`config.mk`:
```
export PLATFORM = sky130hd
export DESIGN_NAME = pc_redirect_unit
export DESIGN_NICKNAME = d
export VERILOG_FILES = /design/src/rtl/pc_redirect_unit.sv
export SDC_FILE = /design/constraint.sdc
export NUM_CORES = 1
export LEC_CHECK = 0
export CAP_MARGIN = 20
export CORE_MARGIN = 10
export CORE_UTILIZATION = 35
export CTS_CLUSTER_DIAMETER = 120
export CTS_CLUSTER_SIZE = 24
export DETAILED_ROUTE_END_ITERATION = 10
export HOLD_SLACK_MARGIN = 0.08
export PLACE_DENSITY = 0.63
export SYNTH_ARGS = -nofsm -noshare
export SYNTH_HDL_FRONTEND = slang
export SYNTH_SLANG_ARGS = --single-unit
```
`constraint.sdc`:
```
create_clock -name clk -period 4.47 [get_ports clk]
set_input_delay 0.894 -clock clk [delete_from_list [all_inputs] [get_ports clk]]
set_output_delay 0.894 -clock clk [all_outputs]
set_load 0.01 [all_outputs]
```
`src/rtl/pc_redirect_unit.sv`:
```
// Fetch PC owner: steps sequentially, reloads on resolved jal/jalr/branch targets,
// squashes wrong-path fetches with a counted flush and traps misaligned targets.
module pc_redirect_unit #(
    parameter logic [31:0] RESET_PC     = 32'h0000_0000,
    parameter logic [31:0] TRAP_VEC     = 32'h0000_0100,
    parameter int unsigned FLUSH_CYCLES = 2,
    parameter bit          COMP_EN      = 1'b1
) (
    input  logic        clk,
    input  logic        Rst,
    input  logic        stall,
    input  logic        fetch_comp,
    input  logic        brnch_taken,
    input  logic        jal,
    input  logic        jalr,
    input  logic [31:0] pc_ex,
    input  logic [31:0] branoff,
    output logic [31:0] pc_if,
    output logic        flush,
    output logic        redirect,
    output logic        exc_misalign,
    output logic [31:0] exc_addr
);

    localparam logic [0:0] RUN   = 1'b0;
    localparam logic [0:0] FLUSH = 1'b1;
    localparam logic [2:0] FLUSH_LOAD = 3'(FLUSH_CYCLES - 1);

    logic [0:0]  state_q, state_d;
    logic [2:0]  cnt_q, cnt_d;
    logic [31:0] pc_q, pc_d;
    logic        flush_q, flush_d;
    logic        redirect_q, redirect_d;
    logic        exc_q, exc_d;
    logic [31:0] exc_addr_q, exc_addr_d;

    logic [31:0] target;
    logic [31:0] seq_pc;
    logic        misaligned;
    logic        req;

    // jal wins over jalr; branch shares the PC-relative adder with jal.
    always_comb begin
        target = pc_ex + branoff;
        if (jalr && !jal) begin
            target = {branoff[31:1], 1'b0};
        end
        misaligned = COMP_EN ? target[0] : (target[1] | target[0]);
        req        = (state_q == RUN) && (jal || jalr || brnch_taken);
        seq_pc     = stall ? pc_q : (pc_q + (fetch_comp ? 32'd2 : 32'd4));
    end

    always_comb begin
        state_d    = state_q;
        cnt_d      = cnt_q;
        pc_d       = seq_pc;
        flush_d    = 1'b0;
        redirect_d = 1'b0;
        exc_d      = 1'b0;
        exc_addr_d = exc_addr_q;
        case (state_q)
            RUN: begin
                if (req) begin
                    pc_d       = misaligned ? TRAP_VEC : target;
                    redirect_d = !misaligned;
                    exc_d      = misaligned;
                    if (misaligned) begin
                        exc_addr_d = target;
                    end
                    flush_d = 1'b1;
                    cnt_d   = FLUSH_LOAD;
                    state_d = (FLUSH_CYCLES > 1) ? FLUSH : RUN;
                end
            end
            FLUSH: begin
                // Inputs here belong to squashed instructions; only the counter matters.
                if (cnt_q == 3'd0) begin
                    state_d = RUN;
                end else begin
                    cnt_d   = cnt_q - 3'd1;
                    flush_d = 1'b1;
                end
            end
            default: begin
                state_d = RUN;
            end
        endcase
    end

    always_ff @(posedge clk) begin
        if (Rst) begin
            state_q    <= RUN;
            cnt_q      <= 3'd0;
            pc_q       <= RESET_PC;
            flush_q    <= 1'b0;
            redirect_q <= 1'b0;
            exc_q      <= 1'b0;
            exc_addr_q <= 32'h0;
        end else begin
            state_q    <= state_d;
            cnt_q      <= cnt_d;
            pc_q       <= pc_d;
            flush_q    <= flush_d;
            redirect_q <= redirect_d;
            exc_q      <= exc_d;
            exc_addr_q <= exc_addr_d;
        end
    end

    assign pc_if        = pc_q;
    assign flush        = flush_q;
    assign redirect     = redirect_q;
    assign exc_misalign = exc_q;
    assign exc_addr     = exc_addr_q;

endmodule

```
# [Yosys cells after proc, flatten, opt, wreduce, memory -nomap -nowiden]
# Index checks and enable logic that the tools add are counted.
[word_totals] ff_bits=70
[op_classes] n_addsub=3 n_eq_ne=2 mux=12 n_bitwise=2 reduce_logical=10
[op_table] operator="two-way mux 32 bit" count=5
[op_table] operator="adder 32 x 3 -> 32 bit" count=1
[op_table] operator="adder 32 bit" count=1
[op_table] operator="two-way mux 3 bit" count=3
[op_table] operator="case mux 3 bit (2 select lines)" count=1
[op_table] operator="!= test 2 bit (second input constant)" count=2
[op_table] operator="logical NOT 3 bit" count=1
[op_table] operator="AND reduction 3 bit" count=1
[op_table] operator="OR reduction 3 bit" count=1
[op_table] operator="subtractor 3 x 1 -> 3 bit (second input constant)" count=1
[op_table] operator="logical AND 1 bit" count=2
[op_table] operator="logical NOT 1 bit" count=2
[op_table] operator="logical OR 1 bit" count=2
[op_table] operator="two-way mux 1 bit" count=2
[op_table] operator="inverter 1 bit" count=2
[op_table] operator="case mux 1 bit (2 select lines)" count=1
[op_table] operator="AND reduction 2 bit" count=1

# [Logic depth before layout (Yosys ltp)]
# Gate-level depths: netlist (run 1).
[logic_depth] ltp_word=6 ltp_mapped=10 ltp_nobuf=10

# [Worst setup path before layout (run 1)]
# No wires, ideal clock.
[synth_path] path_kind="input to register" from="in pc_ex[0]" to="reg pc_q[28] (netlist: pc_if[28])" arrival_ps=2795 required_ps=4344 path_slack_ps=1550 stages=10 cell_sequence="ha_1 > fa_1 > a21oi_1 > o211ai_1 > and3_1 > a32oi_1 > and3_1 > o31ai_4 > xnor2_1 > o32ai_2"
[synth_between] elab_chain_cells=5
[synth_lines] element="from (decl)" line="16" source="input logic [31:0] pc_ex,"
[synth_lines] element="adder 32 bit" line="44" source="target = pc_ex + branoff;"
[synth_lines] element="two-way mux 32 bit" line="45" source="if (jalr && !jal) begin"
[synth_lines] element="two-way mux 32 bit" line="64" source="pc_d = misaligned ? TRAP_VEC : target;"
[synth_lines] element="two-way mux 32 bit" line="63" source="if (req) begin"
[synth_lines] element="two-way mux 32 bit" line="61" source="case (state_q)"
[synth_lines] element="to (signal assigned)" line="102" source="pc_q <= pc_d;"
[synth_lines] element="to (decl)" line="31" source="logic [31:0] pc_q, pc_d;"
# Every way passes these cells.
# A chain may end at the register's enable or synchronous reset.

# [Worst setup path in the final report (run 1)]
[layout_path] from="in pc_ex[0]" to="reg pc_q[12] (netlist: pc_if[12])"
# The elaborated chain is that of the path after synthesis.

==> results of run 1 <==
-- placed cells by master, fill, tap and decap left out, types with 3 or more instances in the layout --
master	n
clkdlybuf4s50_1	136
nand2_1	77
a21oi_1	74
dfxtp_1	69
nor2_1	68
xnor2_1	43
ha_1	35
o21ai_0	27
a211oi_1	26
nand3_1	21
inv_1	17
a21o_1	16
xor2_1	14
nor3_1	13
nand4_1	12
and3_1	11
mux2i_1	10
clkbuf_16	9
a31oi_1	8
buf_4	8
nand3b_1	6
o21ai_1	6
nand2b_1	5
o21bai_1	5
nor3b_1	4
o211ai_1	4
or2_2	3
nor2b_1	3
and4_1	3
nor4_1	3
a32oi_1	3
-- worst max-delay path: stages --
cell,delay (ns)
clkdlybuf4s50_1,0.40
ha_1,0.25
fa_1,0.43
a21oi_1,0.27
o211ai_1,0.15
a31oi_1,0.42
o21bai_1,0.13
a21o_1,0.20
xor2_1,0.16
mux2i_1,0.15
a211oi_1,0.27
-- sequential cells by signal (all words and copies together), names as in the netlist --
name	count
exc_addr	32
pc_if	31
redirect	1
exc_misalign	1
cnt_q	3
flush	1
-- power by group --
| part | internal (mW) | switching [mW] | total [mW] | leakage (nW) |
|---|---|---|---|---|
| Clock | 0.446 | 0.273 | 0.718 | 0.143 |
| Combinational | 0.388 | 0.452 | 0.840 | 2.03 |
| Sequential | 0.687 | 0.0742 | 0.761 | 0.568 |
| Total | 1.52 | 0.799 | 2.32 | 2.74 |
-- metal layers --
layer / global-route usage, % / vias up
li1: - / 2637
met1: 24.1 / 2540
met2: 28.6 / 150
met3: 3.14 / 21
met4: 5.00 / 0
met5: 0 / -
-- cell type report --
type / instances / area [um^2]
fillers: 1451 / 7610
flip-flops and latches: 69 / 1380
well taps: 184 / 230
clock inverters: 4 / 47.5
inverters: 17 / 63.8
clock buffers: 12 / 246
multi-input cells: 546 / 3580
repair buffers: 144 / 1420
-- path summary, 6_finish.rpt --
| check | end | depth (start not counted) | slack, ns | from |
|---|---|---|---|---|
| hold / removal | exc_addr[21] | 2 | 0.45 | exc_addr[21] |
| hold reg to reg | exc_addr[21] | 2 | 0.45 | exc_addr[21] |
| setup / recovery | pc_if[12] | 11 | 0.99 | pc_ex[0] |
| setup reg to reg | pc_if[25] | 10 | 1.97 | pc_if[1] |
-- metrics by stage --
| stage | setup slack (ns) | utilization, % | hold slack [ns] | instances |
|---|---|---|---|---|
| after floorplan | 1.55 | - | 0.464 | 667 |
| after global routing | 0.844 | 47.8 | 0.475 | 976 |
| final | 0.987 | 47.8 | 0.455 | 976 |
| after global placement | 0.713 | 45.8 | 0.445 | 960 |
| after CTS | 1.03 | 47.8 | 0.456 | 976 |
| after detailed placement | 0.695 | 45.8 | 0.448 | 960 |
-- cells by family after synthesis --
| logic type | count (synthesis) | synth area share (%) |
|---|---|---|
| simple gates | 245 | 23.5 |
| compound gates | 195 | 24.1 |
| flops | 69 | 26.5 |
| xor+xnor | 57 | 9.56 |
| buf+inv | 52 | 4.99 |
| fa+ha+maj | 37 | 9.16 |
| mux | 11 | 2.13 |
| other cells | 1 | 0.0718 |
==> impl_metrics.env, run 1 <==
export IMPL_h_tree_depth=3
export IMPL_grt_max_degree=38
export IMPL_cts_buffer_depth=2
export IMPL_rsz0062_at_grt="no"
export IMPL_cts_tree="yes"
export IMPL_hold_class="flip-flop to flip-flop"
export IMPL_fp_dieW_um=142
export IMPL_wl_um=18800
export IMPL_clk_latency_ns=0.33
export IMPL_ys_warn_count=0
export IMPL_cts_sinks=69
export IMPL_slew_headroom_pct=39.1
export IMPL_critPathMaxFanout=4
export IMPL_syn_area_per_cell_um2=7.83
export IMPL_synthFlopType="dfxtp_1"
export IMPL_ir_worst_vdd_mv=0.250
export IMPL_cts_repair_resized=0
export IMPL_yosysTopAreaCell="dfxtp_1"
export IMPL_nets=895
export IMPL_dpl_cell_area_mm2=0.00668
export IMPL_max_cap_violations=0
export IMPL_finish_instance_area_mm2=0.00697
export IMPL_drive_gt1_share_pct=5.68
export IMPL_ys_ff_latch=69
export IMPL_startpoint_type="primary input"
export IMPL_finalSetupTns_ns=0
export IMPL_vias=5348
export IMPL_timing_fmax_mhz=287
export IMPL_area_growth_pct=33.6
export IMPL_crit_arrival_ns=3.72
export IMPL_route_met3_wl_um=1020
export IMPL_tightest_slew_ns=0.911
export IMPL_synth_edf_count=0
export IMPL_drv_slew=0
export IMPL_synth_cell_types=71
export IMPL_antenna_found_initial=0
export IMPL_avgRoutedWirePerCell_um=19.3
export IMPL_drcViolationCount=0
export IMPL_grt_pass1_vias=5207
export IMPL_power_leakage_nw=2.74
export IMPL_dp_final_hpwl_um=15300
export IMPL_final_hold_viol_count=0
export IMPL_antenna_left=0
export IMPL_syn_nets=775
export IMPL_via_per_inst=5.48
export IMPL_io_buffers=136
export IMPL_drt_pass1_iterations=4
export IMPL_syn_inst=667
export IMPL_synthTopCellsByCount="nand2_1, a21oi_1, nor2_1, dfxtp_1, xnor2_1"
export IMPL_grt_use_total_pct=17.9
export IMPL_yosysMostFrequentCell="nand2_1"
export IMPL_synth_top_area_share_pct=26.5
export IMPL_synth_top_cells_by_area="dfxtp_1, ha_1, xnor2_1"
export IMPL_synth_area_mm2=0.00522
export IMPL_routabilityCongestion=0.888
export IMPL_criticalPathCategory="primary input to flip-flop"
export IMPL_numCtsBuffers=9
export IMPL_fp_dieH_um=142
export IMPL_end_kind="flip-flop"
export IMPL_grt_overflow=0
export IMPL_drt_met1_wl_um=8830
export IMPL_die_area_mm2=0.0202
export IMPL_antenna_cells=0
export IMPL_grt_pass1_wl_um=29000
export IMPL_route_met2_wl_um=8640
export IMPL_fin_crit_ns=3.48
export IMPL_fin_crit_sh_pct=77.9
export IMPL_async_flop_share_pct=0
export IMPL_pwr_density_cell_mw_per_mm2=333
export IMPL_clockRootBuffer="clkbuf_16"
export IMPL_skew_ns=0.00301
export IMPL_topRoutingLayerUsed="met4"
export IMPL_worstPathRequired_ns=4.71
export IMPL_synth_seq_area_share_pct=26.5
export IMPL_io_pins=138
export IMPL_power_total_mw=2.32
export IMPL_first_iter_violations=383
export IMPL_initial_utilization_pct=35.8
export IMPL_cts_hold_buf=0
export IMPL_outcome="complete, no violations"
export IMPL_core_area_mm2=0.0146
export IMPL_rows=44
export IMPL_setup_viol=0
export IMPL_cts_setup_buffers=0
export IMPL_clk_pin_slew_ns=0.06
(Power assumes the default switching activity.)
==> run 2, diff against run 1 <==
--- a/config.mk
+++ b/config.mk
@@ -12,7 +12,7 @@
 export CTS_CLUSTER_SIZE = 24
 export DETAILED_ROUTE_END_ITERATION = 10
 export HOLD_SLACK_MARGIN = 0.08
-export PLACE_DENSITY = 0.63
+export PLACE_DENSITY = 0.65
 export SYNTH_ARGS = -nofsm -noshare
 export SYNTH_HDL_FRONTEND = slang
 export SYNTH_SLANG_ARGS = --single-unit
==> constraint.sdc (replaced) <==
create_clock -name clk -period 3.2 [get_ports clk]
set_input_delay 0.64 -clock clk [delete_from_list [all_inputs] [get_ports clk]]
set_output_delay 0.64 -clock clk [all_outputs]
set_load 0.01 [all_outputs]
==> impl_metrics.env, run 2 (synthesized netlist as in run 1, its figures left out) <==
export IMPL_use_met1_pct=23.5
export IMPL_cts_sinks=69
export IMPL_ir_worst_vdd_mv=0.274
export IMPL_clk_latency_ns=0.34
export IMPL_final_core_util_pct=50.5
export IMPL_rsz0062_at_grt="no"
export IMPL_tightest_slew_ns=0.679
export IMPL_cts_repair_resized=0
export IMPL_area_growth_pct=41.1
export IMPL_clk_pin_slew_ns=0.06
export IMPL_avgRoutedWirePerCell_um=18.4
export IMPL_initial_utilization_pct=35.8
export IMPL_nets=933
export IMPL_dp_final_hpwl_um=15300
export IMPL_critPathMaxFanout=3
export IMPL_grt_pass1_wl_um=28900
export IMPL_pwr_density_cell_mw_per_mm2=470
export IMPL_layout_commonest_cell="clkdlybuf4s50_1"
export IMPL_rows=44
export IMPL_fp_dieH_um=142
export IMPL_antenna_found_initial=0
export IMPL_setup_viol=0
export IMPL_hold_class="flip-flop to flip-flop"
export IMPL_criticalPathCategory="primary input to flip-flop"
export IMPL_grt_overflow=0
export IMPL_fin_crit_ns=2.98
export IMPL_cts_setup_buffers=0
export IMPL_io_buffers=136
export IMPL_h_tree_depth=3
export IMPL_power_leakage_nw=2.97
export IMPL_max_cap_violations=0
export IMPL_drive_gt1_share_pct=10.5
export IMPL_cts_hold_buf=0
export IMPL_stdcell_count=1014
export IMPL_slew_headroom_pct=54.3
export IMPL_cts_buffer_depth=2
export IMPL_core_area_mm2=0.0146
export IMPL_fp_dieW_um=142
export IMPL_timing_fmax_mhz=336
export IMPL_drv_slew=0
export IMPL_numCtsBuffers=9
export IMPL_dpl_cell_area_mm2=0.00700
export IMPL_met2_usage_pct=29.2
export IMPL_startpoint_type="primary input"
export IMPL_crit_arrival_ns=3.19
export IMPL_die_area_mm2=0.0202
export IMPL_end_kind="flip-flop"
export IMPL_worstPathRequired_ns=3.42
export IMPL_final_hold_viol_count=0
export IMPL_via_per_inst=5.34
export IMPL_grt_use_met3_pct=3.44
export IMPL_wl_um=18600
export IMPL_drcViolationCount=0
export IMPL_io_pins=138
export IMPL_fin_crit_sh_pct=93.1
export IMPL_vias=5415
export IMPL_grt_use_total_pct=17.9
export IMPL_reg2reg_slack_ns=0.93
export IMPL_routabilityCongestion=0.909
export IMPL_finish_instance_area_mm2=0.00736
export IMPL_largest_reg_flops=32
export IMPL_antenna_left=0
export IMPL_grt_max_degree=31
export IMPL_layout_common_cells="clkdlybuf4s50_1, nand2_1, a21oi_1, dfxtp_1, nor2_1"
export IMPL_grt_pass1_vias=5210
export IMPL_first_iter_violations=570
export IMPL_drt_pass1_iterations=5
export IMPL_hold_ws_ns=0.453
export IMPL_placedCellCount=998
export IMPL_cts_tree="yes"
export IMPL_outcome="complete, no violations"
export IMPL_clockRootBuffer="clkbuf_16"
export IMPL_skew_ns=0.00504
export IMPL_top_usage_layer="met2"
export IMPL_antenna_cells=0
-- run 2: cell count changes in the layout (fill, tap and decap cells not counted), sizes merged --
cell | previous run | this run
buf | 8 | 46
clkinv | 2 | 1
inv | 17 | 18
clkinvlp | 1 | 2
bufinv | 1 | 3
clkbuf | 12 | 9
-- run 2: metal layers --
metal	share of wire [%]	wire length, um
met4	1.8	333
met2	47	8740
met3	5.9	1100
met5	0	0
met1	45	8450
-- run 2: final timing paths --
check	endpoint	start	cells past startpoint
min reg2reg	exc_addr[31]	exc_addr[31]	2
min	exc_addr[31]	exc_addr[31]	2
max reg2reg	pc_if[31]	pc_if[1]	10
max	pc_if[28]	pc_ex[0]	11
-- run 2: critical path, cell delays in order --
cell,delay [ns]
clkdlybuf4s50_1,0.40
ha_1,0.22
fa_1,0.39
a21oi_1,0.22
o211ai_1,0.16
and3_1,0.26
a32oi_2,0.25
and3_1,0.25
o31ai_4,0.09
xnor2_1,0.20
o32ai_2,0.10
-- run 2: stage by stage --
step | setup TNS, ns | power [mW] | setup slack (ns)
global route | 0 | 3.64 | 0.00865
finish | 0 | 3.46 | 0.222
detailed placement | -0.560 | 2.30 | -0.181
global placement | -0.242 | 2.29 | -0.104
floorplan | 0 | 1.74 | 0.534
CTS | 0 | 3.47 | 0.159
-- run 2: cell type report --
type                            instances  area (um^2)
Fill cell                            1444         7220
Multi-Input combinational cell        546         3600
Timing Repair Buffer                  182         1740
Inverter                               17         63.8
Clock buffer                            9          225
Clock inverter                          7          123
Tap cell                              184          230
Sequential cell                        69         1380
-- run 2: where the power goes --
part / internal (mW) / switching [mW]
sequential: 0.959 / 0.100
combinational: 0.597 / 0.638
clock: 0.765 / 0.402
total: 2.32 / 1.14
==> run 3, diff against run 2 <==
--- a/config.mk
+++ b/config.mk
@@ -5,6 +5,7 @@
 export SDC_FILE = /design/constraint.sdc
 export NUM_CORES = 1
 export LEC_CHECK = 0
+export ABC_AREA = 1
 export CAP_MARGIN = 20
 export CORE_MARGIN = 10
 export CORE_UTILIZATION = 35
@@ -12,7 +13,8 @@
 export CTS_CLUSTER_SIZE = 24
 export DETAILED_ROUTE_END_ITERATION = 10
 export HOLD_SLACK_MARGIN = 0.08
-export PLACE_DENSITY = 0.65
+export PLACE_DENSITY = 0.63
+export SLEW_MARGIN = 25
 export SYNTH_ARGS = -nofsm -noshare
 export SYNTH_HDL_FRONTEND = slang
 export SYNTH_SLANG_ARGS = --single-unit
==> impl_metrics.env, run 3 <==
export IMPL_reg2reg_slack_ns=1.14
export IMPL_first_iter_violations=405
export IMPL_grt_pass1_wl_um=34700
export IMPL_startpoint_type="primary input"
export IMPL_antenna_left=0
export IMPL_area_growth_pct=30.8
export IMPL_timing_fmax_mhz=362
export IMPL_synth_seq_area_share_pct=22.3
export IMPL_grt_pass1_vias=6659
export IMPL_final_hold_viol_count=0
export IMPL_pwr_share_comb_pct=37.3
export IMPL_synth_mux_area_fraction_pct=0.486
export IMPL_die_area_mm2=0.0234
export IMPL_rows=48
export IMPL_drv_slew=0
export IMPL_yosysTopAreaCell="nand2_1"
export IMPL_hold_ws_ns=0.458
export IMPL_h_tree_depth=3
export IMPL_wl_um=21700
export IMPL_skew_ns=0.00609
export IMPL_rr_worst_depth=14
export IMPL_slew_headroom_pct=43.1
export IMPL_synth_top_area_share_pct=24.5
export IMPL_dp_final_hpwl_um=18300
export IMPL_synth_xor_area_share_pct=0.850
export IMPL_setup_viol=0
export IMPL_seqPwrFrac_pct=33.0
export IMPL_nets=1317
export IMPL_stdcell_count=1439
export IMPL_layout_commonest_cell="nand2_1"
export IMPL_avgRoutedWirePerCell_um=15.1
export IMPL_cts_repair_resized=0
export IMPL_fin_crit_sh_pct=86.3
export IMPL_cts_tree="yes"
export IMPL_antenna_found_initial=0
export IMPL_via_per_inst=4.81
export IMPL_io_pins=138
export IMPL_power_leakage_nw=4.16
export IMPL_sw_frac_of_total_pct=37.1
export IMPL_cts_sinks=69
export IMPL_clockRootBuffer="clkbuf_16"
export IMPL_pwr_density_cell_mw_per_mm2=395
export IMPL_end_kind="flip-flop"
export IMPL_synth_area_mm2=0.00618
export IMPL_io_buffers=136
export IMPL_layout_common_cells="nand2_1, inv_1, clkdlybuf4s50_1, nand3_1, nor2_1"
export IMPL_regArea_mm2=0.00138
export IMPL_fp_dieH_um=153
export IMPL_fin_crit_ns=2.76
export IMPL_clk_latency_ns=0.34
export IMPL_clk_pin_slew_ns=0.06
export IMPL_switchingPower_mw=1.18
export IMPL_power_clock_fraction_pct=29.7
export IMPL_synth_edf_count=0
export IMPL_grt_max_degree=29
export IMPL_synth_compound_area_share_pct=10.5
export IMPL_largest_reg_flops=32
export IMPL_yosys_area_share_simple_pct=44.6
export IMPL_critPathMaxFanout=6
export IMPL_antenna_cells=0
export IMPL_initial_utilization_pct=35.7
export IMPL_async_flop_share_pct=0
export IMPL_syn_nets=1180
export IMPL_core_area_mm2=0.0173
export IMPL_rsz0062_at_grt="no"
export IMPL_crit_arrival_ns=2.99
export IMPL_drcViolationCount=0
export IMPL_ys_warn_count=0
export IMPL_synth_top_family_by_area="simple AND/OR/NAND/NOR gates"
export IMPL_yosysMostFrequentCell="nand2_1"
export IMPL_syn_inst=1072
export IMPL_criticalPathCategory="primary input to flip-flop"
export IMPL_ir_worst_vdd_mv=0.284
export IMPL_worstPathRequired_ns=3.43
export IMPL_hold_class="flip-flop to flip-flop"
export IMPL_drt_pass1_iterations=7
export IMPL_final_core_util_pct=46.8
export IMPL_cts_setup_buffers=0
export IMPL_synth_cell_types=45
export IMPL_vias=6922
export IMPL_synth_top_cells_by_area="nand2_1, dfxtp_1, inv_1"
export IMPL_outcome="complete, no violations"
export IMPL_grt_use_total_pct=18.1
export IMPL_synthTopCellsByCount="nand2_1, inv_1, nand3_1, nor2_1, dfxtp_1"
export IMPL_cts_hold_buf=0
export IMPL_placedCellCount=1423
export IMPL_tightest_slew_ns=0.844
export IMPL_syn_area_per_cell_um2=5.77
export IMPL_holdPathStages=2
export IMPL_drive_gt1_share_pct=5.68
export IMPL_fp_dieW_um=153
export IMPL_routabilityCongestion=0.962
export IMPL_fill_cells=1864
export IMPL_yosys_area_share_adder_pct=7.73
export IMPL_numCtsBuffers=9
export IMPL_finalSetupTns_ns=0
export IMPL_p_int_mw=2.01
export IMPL_synthFlopType="dfxtp_1"
export IMPL_multi_input_area_mm2=0.00397
export IMPL_max_cap_violations=0
export IMPL_ys_ff_latch=69
export IMPL_power_total_mw=3.19
export IMPL_grt_overflow=0
export IMPL_cts_buffer_depth=2
-- run 3: per-stage QoR --
step           instance area [um^2]  worst slack, ns
2_1_floorplan                  6180            0.842
3_3_place_gp                   7800            0.129
3_5_place_dp                   7800           0.0963
4_1_cts                        8090            0.440
5_1_grt                        8090            0.221
6_report                       8090            0.439
-- run 3: final cells by class --
cell class | instances | share of cell area [%]
timing repair buffer | 146 | 17.9
tap | 225 | 3.48
inverter | 192 | 8.94
multi-input combinational | 791 | 49.0
clock buffer | 10 | 2.96
sequential | 69 | 17.1
clock inverter | 6 | 0.572
-- run 3: worst max-delay path, stage by stage --
cell             delay, ns
clkdlybuf4s50_1       0.40
ha_1                  0.28
fa_1                  0.42
nand3_1               0.09
nand3_1               0.18
nand2_1               0.11
nand2_1               0.13
or2_2                 0.30
nand3_1               0.07
nand2_1               0.09
inv_1                 0.09
nand2_1               0.06
o211ai_1              0.08
inv_1                 0.05
-- run 3: worst paths after layout --
kind / start / to
worst max-delay path: pc_ex[0] / pc_if[8]
worst min-delay path: exc_addr[9] / exc_addr[9]
worst max register to register: pc_if[2] / pc_if[24]
worst min register to register: exc_addr[9] / exc_addr[9]
-- run 3: power groups by stage --
stage	Clock, mW	Combinational (mW)	Sequential (mW)
2_1_floorplan	0	0.654	1.08
3_3_place_gp	0	1.18	1.07
3_5_place_dp	0	1.19	1.07
4_1_cts	0.963	1.19	1.05
5_1_grt	0.994	1.33	1.06
6_report	0.948	1.19	1.05
-- run 3: per-layer routing --
layer  GRT usage, %  routed length [um]  vias to the layer above
met1           23.3                9990                     3051
met4           5.22                 428                        0
li1               -                   -                     3635
met5              0                   0                        -
met3           2.55                1190                       29
met2           30.6               10100                      207
-- run 3: logic make-up (layout without fill, tap and decap cells) --
group,count (synthesis),in the layout
other,1,1
multiplexers,3,3
buffers and inverters,212,354
flip-flops,69,69
adder cells (fa/ha/maj),37,37
AO/OA/AOI/OAI,115,115
XOR/XNOR,6,6
AND/OR/NAND/NOR,629,629
